**config.mk**
```make
export PLATFORM = sky130hd
export DESIGN_NAME = spi_master_fifo
export DESIGN_NICKNAME = d
export VERILOG_FILES = /design/src/rtl/spi_master_fifo.sv
export SDC_FILE = /design/constraint.sdc
export NUM_CORES = 1
export LEC_CHECK = 0
export ABC_AREA = 0
export CORE_ASPECT_RATIO = 0.9
export CORE_UTILIZATION = 45
export CTS_BUF_LIST = sky130_fd_sc_hd__clkbuf_2
export CTS_CLUSTER_SIZE = 28
export DETAILED_ROUTE_END_ITERATION = 7
export HOLD_SLACK_MARGIN = 0.12
export PLACE_DENSITY_LB_ADDON = 0.1
export SETUP_SLACK_MARGIN = 0.5
export SKIP_CTS_REPAIR_TIMING = 1
export SYNTH_ARGS = -nofsm -noshare
export SYNTH_HDL_FRONTEND = slang
export SYNTH_SLANG_ARGS = --single-unit
```
**constraint.sdc**
```tcl
create_clock -name clk -period 7.88 [get_ports clk]
set_clock_uncertainty 0.1 [all_clocks]
set_input_delay 1.182 -clock clk [delete_from_list [all_inputs] [get_ports clk]]
set_output_delay 1.182 -clock clk [all_outputs]
set_load 0.005 [all_outputs]
```
**src/rtl/spi_master_fifo.sv**
```systemverilog
// SPI master with TX/RX word FIFOs, a runtime clock divider, and per-frame
// mode/width/chip-select latched at each word start; optional CS-held chaining.
module spi_master_fifo #(
  parameter int DATA_WIDTH = 32,
  parameter int NUM_CS     = 4,
  parameter int FIFO_DEPTH = 8,
  parameter int DIV_WIDTH  = 8
) (
  input  logic                        clk,
  input  logic                        rst,
  input  logic [$clog2(DATA_WIDTH):0] cfg_width,
  input  logic                        cfg_lsb_first,
  input  logic                        cfg_cpol,
  input  logic                        cfg_cpha,
  input  logic [DIV_WIDTH-1:0]        cfg_div,
  input  logic [$clog2(NUM_CS)-1:0]   cfg_cs_sel,
  input  logic                        cfg_cs_hold,
  input  logic                        tx_valid,
  output logic                        tx_ready,
  input  logic [DATA_WIDTH-1:0]       tx_data,
  output logic                        rx_valid,
  input  logic                        rx_ready,
  output logic [DATA_WIDTH-1:0]       rx_data,
  output logic                        busy,
  output logic                        rx_overflow,
  output logic                        sclk,
  output logic                        mosi,
  input  logic                        miso,
  output logic [NUM_CS-1:0]           cs_n
);

  localparam int WW = $clog2(DATA_WIDTH) + 1;
  localparam int IW = $clog2(DATA_WIDTH);
  localparam int EW = WW + 1;
  localparam int AW = $clog2(FIFO_DEPTH);

  typedef enum logic [2:0] {IDLE, SETUP, XFER, HOLD, GAP} state_t;

  state_t                    state_q, state_d;
  logic [DIV_WIDTH-1:0]      cnt_q, cnt_d, div_q;
  logic [EW-1:0]             edge_q, edge_d, e;
  logic [WW-1:0]             width_q, s;
  logic                      lsb_q, cpol_q, cpha_q, hold_q;
  logic [$clog2(NUM_CS)-1:0] cs_q;
  logic [DATA_WIDTH-1:0]     txw_q, rx_q, rx_d;
  logic                      sclk_q, sclk_d, mosi_q, mosi_d, ovf_q;
  logic [NUM_CS-1:0]         cs_n_q, cs_n_d;
  logic                      tick, tx_pop, latch, rx_wr;

  // FIFOs: pointers carry one extra wrap bit to tell full from empty
  logic [DATA_WIDTH-1:0] tx_mem [FIFO_DEPTH];
  logic [DATA_WIDTH-1:0] rx_mem [FIFO_DEPTH];
  logic [AW:0]           tx_wp_q, tx_rp_q, rx_wp_q, rx_rp_q;
  logic                  tx_empty, tx_full, rx_empty, rx_full;
  logic                  tx_push, rx_push, rx_pop;
  logic [DATA_WIDTH-1:0] tx_head;

  assign tx_empty = (tx_wp_q == tx_rp_q);
  assign tx_full  = (tx_wp_q[AW] != tx_rp_q[AW]) && (tx_wp_q[AW-1:0] == tx_rp_q[AW-1:0]);
  assign rx_empty = (rx_wp_q == rx_rp_q);
  assign rx_full  = (rx_wp_q[AW] != rx_rp_q[AW]) && (rx_wp_q[AW-1:0] == rx_rp_q[AW-1:0]);
  assign tx_push  = tx_valid && !tx_full;
  assign rx_push  = rx_wr && !rx_full;
  assign rx_pop   = rx_ready && !rx_empty;
  assign tx_head  = tx_mem[tx_rp_q[AW-1:0]];

  assign tx_ready    = !tx_full;
  assign rx_valid    = !rx_empty;
  assign rx_data     = rx_empty ? '0 : rx_mem[rx_rp_q[AW-1:0]];
  assign busy        = (state_q != IDLE);
  assign rx_overflow = ovf_q;
  assign sclk        = sclk_q;
  assign mosi        = mosi_q;
  assign cs_n        = cs_n_q;

  function automatic logic [WW-1:0] wclamp(input logic [WW-1:0] w);
    if (w == '0) return WW'(1);
    if (w > WW'(DATA_WIDTH)) return WW'(DATA_WIDTH);
    return w;
  endfunction

  // Position of the k-th bit on the wire within a w-bit word
  function automatic logic [IW-1:0] bitpos(input logic lsb, input logic [WW-1:0] w,
                                           input logic [WW-1:0] k);
    return IW'(lsb ? k : w - WW'(1) - k);
  endfunction

  always_ff @(posedge clk) begin
    if (tx_push) tx_mem[tx_wp_q[AW-1:0]] <= tx_data;
    if (rx_push) rx_mem[rx_wp_q[AW-1:0]] <= rx_q;
  end

  assign tick = (cnt_q == div_q);

  always_comb begin
    state_d = state_q;
    cnt_d   = tick ? '0 : cnt_q + DIV_WIDTH'(1);
    edge_d  = edge_q;
    sclk_d  = sclk_q;
    mosi_d  = mosi_q;
    cs_n_d  = cs_n_q;
    rx_d    = rx_q;
    tx_pop  = 1'b0;
    latch   = 1'b0;
    rx_wr   = 1'b0;
    e       = edge_q + EW'(1);
    s       = WW'((e - EW'(1)) >> 1);
    case (state_q)
      IDLE: begin
        sclk_d = cfg_cpol;
        mosi_d = 1'b0;
        cs_n_d = '1;
        cnt_d  = '0;
        if (!tx_empty) begin
          tx_pop = 1'b1;
          latch  = 1'b1;
        end
      end
      SETUP: if (tick) begin
        state_d = XFER;
        edge_d  = '0;
      end
      XFER: if (tick) begin
        edge_d = e;
        sclk_d = ~sclk_q;
        // sample edges are odd for CPHA=0 and even for CPHA=1
        if (cpha_q ^ e[0])
          rx_d[bitpos(lsb_q, width_q, s)] = miso;
        else if (e != {width_q, 1'b0})
          mosi_d = txw_q[bitpos(lsb_q, width_q, cpha_q ? s : s + WW'(1))];
        if (e == {width_q, 1'b0}) state_d = HOLD;
      end
      HOLD: begin
        sclk_d = cpol_q;
        if (tick) begin
          rx_wr = 1'b1;
          if (hold_q && !tx_empty && cfg_cs_sel == cs_q) begin
            tx_pop = 1'b1;
            latch  = 1'b1;
          end else begin
            state_d = GAP;
            cs_n_d  = '1;
            mosi_d  = 1'b0;
          end
        end
      end
      GAP: if (tick) state_d = IDLE;
      default: state_d = IDLE;
    endcase
    if (latch) begin
      state_d = SETUP;
      cnt_d   = '0;
      rx_d    = '0;
      sclk_d  = cfg_cpol;
      cs_n_d  = ~(NUM_CS'(1) << cfg_cs_sel);
      mosi_d  = cfg_cpha ? 1'b0 : tx_head[bitpos(cfg_lsb_first, wclamp(cfg_width), WW'(0))];
    end
  end

  always_ff @(posedge clk or posedge rst) begin
    if (rst) begin
      state_q <= IDLE;
      cnt_q   <= '0;
      edge_q  <= '0;
      sclk_q  <= 1'b0;
      mosi_q  <= 1'b0;
      cs_n_q  <= '1;
      rx_q    <= '0;
      ovf_q   <= 1'b0;
      width_q <= '0;
      lsb_q   <= 1'b0;
      cpol_q  <= 1'b0;
      cpha_q  <= 1'b0;
      hold_q  <= 1'b0;
      div_q   <= '0;
      cs_q    <= '0;
      txw_q   <= '0;
      tx_wp_q <= '0;
      tx_rp_q <= '0;
      rx_wp_q <= '0;
      rx_rp_q <= '0;
    end else begin
      state_q <= state_d;
      cnt_q   <= cnt_d;
      edge_q  <= edge_d;
      sclk_q  <= sclk_d;
      mosi_q  <= mosi_d;
      cs_n_q  <= cs_n_d;
      rx_q    <= rx_d;
      ovf_q   <= rx_wr && rx_full;
      if (tx_push) tx_wp_q <= tx_wp_q + (AW+1)'(1);
      if (tx_pop)  tx_rp_q <= tx_rp_q + (AW+1)'(1);
      if (rx_push) rx_wp_q <= rx_wp_q + (AW+1)'(1);
      if (rx_pop)  rx_rp_q <= rx_rp_q + (AW+1)'(1);
      if (latch) begin
        width_q <= wclamp(cfg_width);
        lsb_q   <= cfg_lsb_first;
        cpol_q  <= cfg_cpol;
        cpha_q  <= cfg_cpha;
        hold_q  <= cfg_cs_hold;
        div_q   <= cfg_div;
        cs_q    <= cfg_cs_sel;
        txw_q   <= tx_head;
      end
    end
  end

endmodule

```
==> impl_metrics.toml <==
[final_layout]
fill_cells = 4882
area_growth_pct = 13.1
post-route-cell-area_sq_um = 29900
num-nets-final = 1866
mostFrequentLayoutCell = "edfxtp_1"
fin_util_pct = 51.9
final_cell_mix = "edfxtp_1, clkbuf_2, nand2_1"
drive_above_1_share_pct = 25.7
final_cells = 2689

[global_route]
grt_max_degree = 74
met1_usage_pct = 29.3
grtUsageMet2_pct = 30.2
grt_usage_pct = 20.4
antenna_found_initial = 6
grt-ovfl-total = 0
grt_use_met3_pct = 5.39
grt_pass1_wl_mm = 89.9
first_global_vias = 15000
grt.busiest_layer = "met2"

[cts]
cts_tree = "done"
root_buffer = "clkbuf_2"
htree_levels = 4
clock_latency_ns = 1.36
cts_sinks = 637
cts_buffers = 160
clockBufferDepth = 3
clk_pin_slew_worst_paths_ns = 0.11

[logic_synthesis]
seq_area_frac_synth_pct = 70.0
synth-compound-area-share_pct = 3.21
synth_warnings = 0
syn_area_sq_um = 26400
syn_avg_cell_area_sq_um = 16.6
synth_top_family_by_area = "multiplexers"
synthMuxAreaShare_pct = 15.4
synth-edff-count = 512
postSynthNetCount = 1664
syn_inst = 1588
ys_types = 66
synth_fa_ha_area_share_pct = 0.956
synthSimpleGateAreaFrac_pct = 6.42
synth_seq_cells = 637
yosys.area_share.xor_xnor_pct = 2.24
synthFlopType = "edfxtp_1"
async_flop_share_pct = 19.6

[floorplanning]
die_h_microns = 232
core_area_sq_um = 57500
die_width_microns = 257
dieArea_sq_um = 59700
std_cell_rows = 83
start_util_pct = 45.9
io_pins = 99

[power_and_ir_drop]
p_int_w = 0.00680
ir_drop_uv = 146
seqPwrFrac_pct = 43.4
power_density_nw_per_um2 = 350
power.share.combinational_pct = 34.6
finalPower_w = 0.0105
switching_power_w = 0.00365
p_leak_nw = 10.8
power.switching_fraction_pct = 34.9
pwr-share-clk_pct = 22.0

[sta]
tns_ns = 0
rsz0062_at_grt = "false"
fin_crit_ns = 5.72
hold_viol_final = 0
setup_violations = 0
final.period_utilization_pct = 72.5
max_freq_mhz = 175
slew-limit-headroom_pct = 26.3
worstMarginPinSlew_ns = 1.10
final_max_slew_viol_count = 0

[setup_path]
cp.arrival_ns = 4.43
cp.required_ns = 6.60
cp-start-kind = "flip-flop"
critPathMaxFanout = 40
critical_path_class = "reg2out"
crit_path_end_kind = "primary output"
worstRegToRegCells = 15

[placed_design]
post-dp-hpwl_mm = 34.1
gp_congestion = 0.811
numPortBuffers = 98
place_area_sq_um = 28300
dp_cells = 2393

[hold_path]
hold_path.class = "in2async"

[routing]
ant_nets = 0
routed_wl_mm = 58.7
drtIter0Drc = 1023
wl_per_cell_microns = 21.8
route.detailed.drc = 0
first_pass_iters = 5
num_vias = 14600
post_drt_via_cell_ratio = 5.45

[run]
max-cap-violations = 0

[outcome]
status = "finished, final reports clean"
## critical path, stage by stage (launching register included)
cell,delay [ns]
dfrtp_4,1.01
buf_4,0.62
mux4_2,0.58
mux2i_1,0.31
nor2_1,0.08
clkdlybuf4s50_1,0.47
## kinds of logic (layout without fill, tap and decap cells)
group,Yosys count,after routing
DFF,637,637
and+or+nand+nor,383,383
muxes,229,229
AOI/OAI and AO/OA,146,146
buffers and inverters,108,438
xor gates and xnor gates,66,66
adders and majority gates,19,19
other,0,6
## state kept, by name, summed over array words and instances (netlist names)
| name | flops |
|---|---|
| rx_mem | 256 |
| tx_mem | 256 |
| rx_q | 32 |
| txw_q | 32 |
| cnt_q | 8 |
| div_q | 8 |
| edge_q | 7 |
| width_q | 6 |
| cs_n | 4 |
| rx_rp_q | 4 |
| rx_wp_q | 4 |
| tx_rp_q | 4 |
| tx_wp_q | 4 |
| state_q | 3 |
| cs_q | 2 |
| cpha_q | 1 |
| cpol_q | 1 |
| hold_q | 1 |
| lsb_q | 1 |
| mosi | 1 |
| rx_overflow | 1 |
| sclk | 1 |
## metrics by stage
step	hold slack [ns]	worst slack, ns
floorplan	0.338	3.28
global placement	0.362	3.26
detailed placement	0.366	3.18
CTS	0.135	1.90
global route	0.154	1.79
finish	0.212	2.16
## routing by layer
| layer | part of all wire (%) | routed length [microns] | vias up |
|---|---|---|---|
| met4 | 1.5 | 854 | 6 |
| met3 | 5.4 | 3170 | 64 |
| met5 | 0.068 | 40 | - |
| met2 | 46 | 27100 | 380 |
| met1 | 47 | 27600 | 7569 |
| li1 | - | - | 6623 |
## worst paths after layout
kind	start	end	slack (ns)
worst min register to register	txw_q[0]	txw_q[0]	0.39
worst min-delay path	rst	div_q[4]	0.21
min in group clk	cfg_div[4]	div_q[4]	0.28
max in group asynchronous	rst	rx_rp_q[0]	6.16
worst max register to register	edge_q[0]	rx_q[4]	3.21
worst max-delay path	rx_rp_q[0]	rx_data[10]	2.16
## final cells by class
cell class	instances	area [sq um]	share of cell area, %
Inverter	23	91.3	0.306
Antenna cell	6	15.0	0.0502
Clock inverter	37	274	0.917
Sequential cell	637	18500	62.0
Multi-Input combinational cell	843	7570	25.3
Timing Repair Buffer	125	1180	3.96
Clock buffer	253	1270	4.24
Tap cell	765	957	3.20
## Yosys cell counts (5+ instances only)
cell type | count | area, sq um
ha_1 | 17 | 213
and3_1 | 11 | 68.8
or3_1 | 5 | 31.3
nor3_1 | 23 | 115
a211oi_1 | 5 | 37.5
mux2_2 | 20 | 225
mux4_2 | 138 | 3110
xnor2_1 | 35 | 307
a21o_1 | 6 | 45.0
buf_1 | 14 | 52.6
a21oi_1 | 43 | 215
mux2i_1 | 70 | 701
o21ai_0 | 65 | 325
xor2_1 | 30 | 263
inv_1 | 22 | 82.6
clkbuf_1 | 42 | 158
nor2_1 | 102 | 383
buf_4 | 7 | 52.6
edfxtp_1 | 512 | 15400
nand2_1 | 163 | 612
dfrtp_1 | 121 | 3030
buf_2 | 19 | 95.1
nand2b_1 | 10 | 62.6
nand3_1 | 33 | 165
nand4_1 | 10 | 62.6
nor2b_1 | 5 | 31.3
## power by group through the flow
stage / Sequential (W) / Clock (W) / Combinational, W
3_3_place_gp: 0.00462 / 0 / 0.00363
4_1_cts: 0.00455 / 0.00240 / 0.00367
6_report: 0.00453 / 0.00230 / 0.00362
3_5_place_dp: 0.00463 / 0 / 0.00366
2_1_floorplan: 0.00426 / 0 / 0.00276
5_1_grt: 0.00461 / 0.00256 / 0.00397
Note: power is estimated with default switching activity, not from simulation.
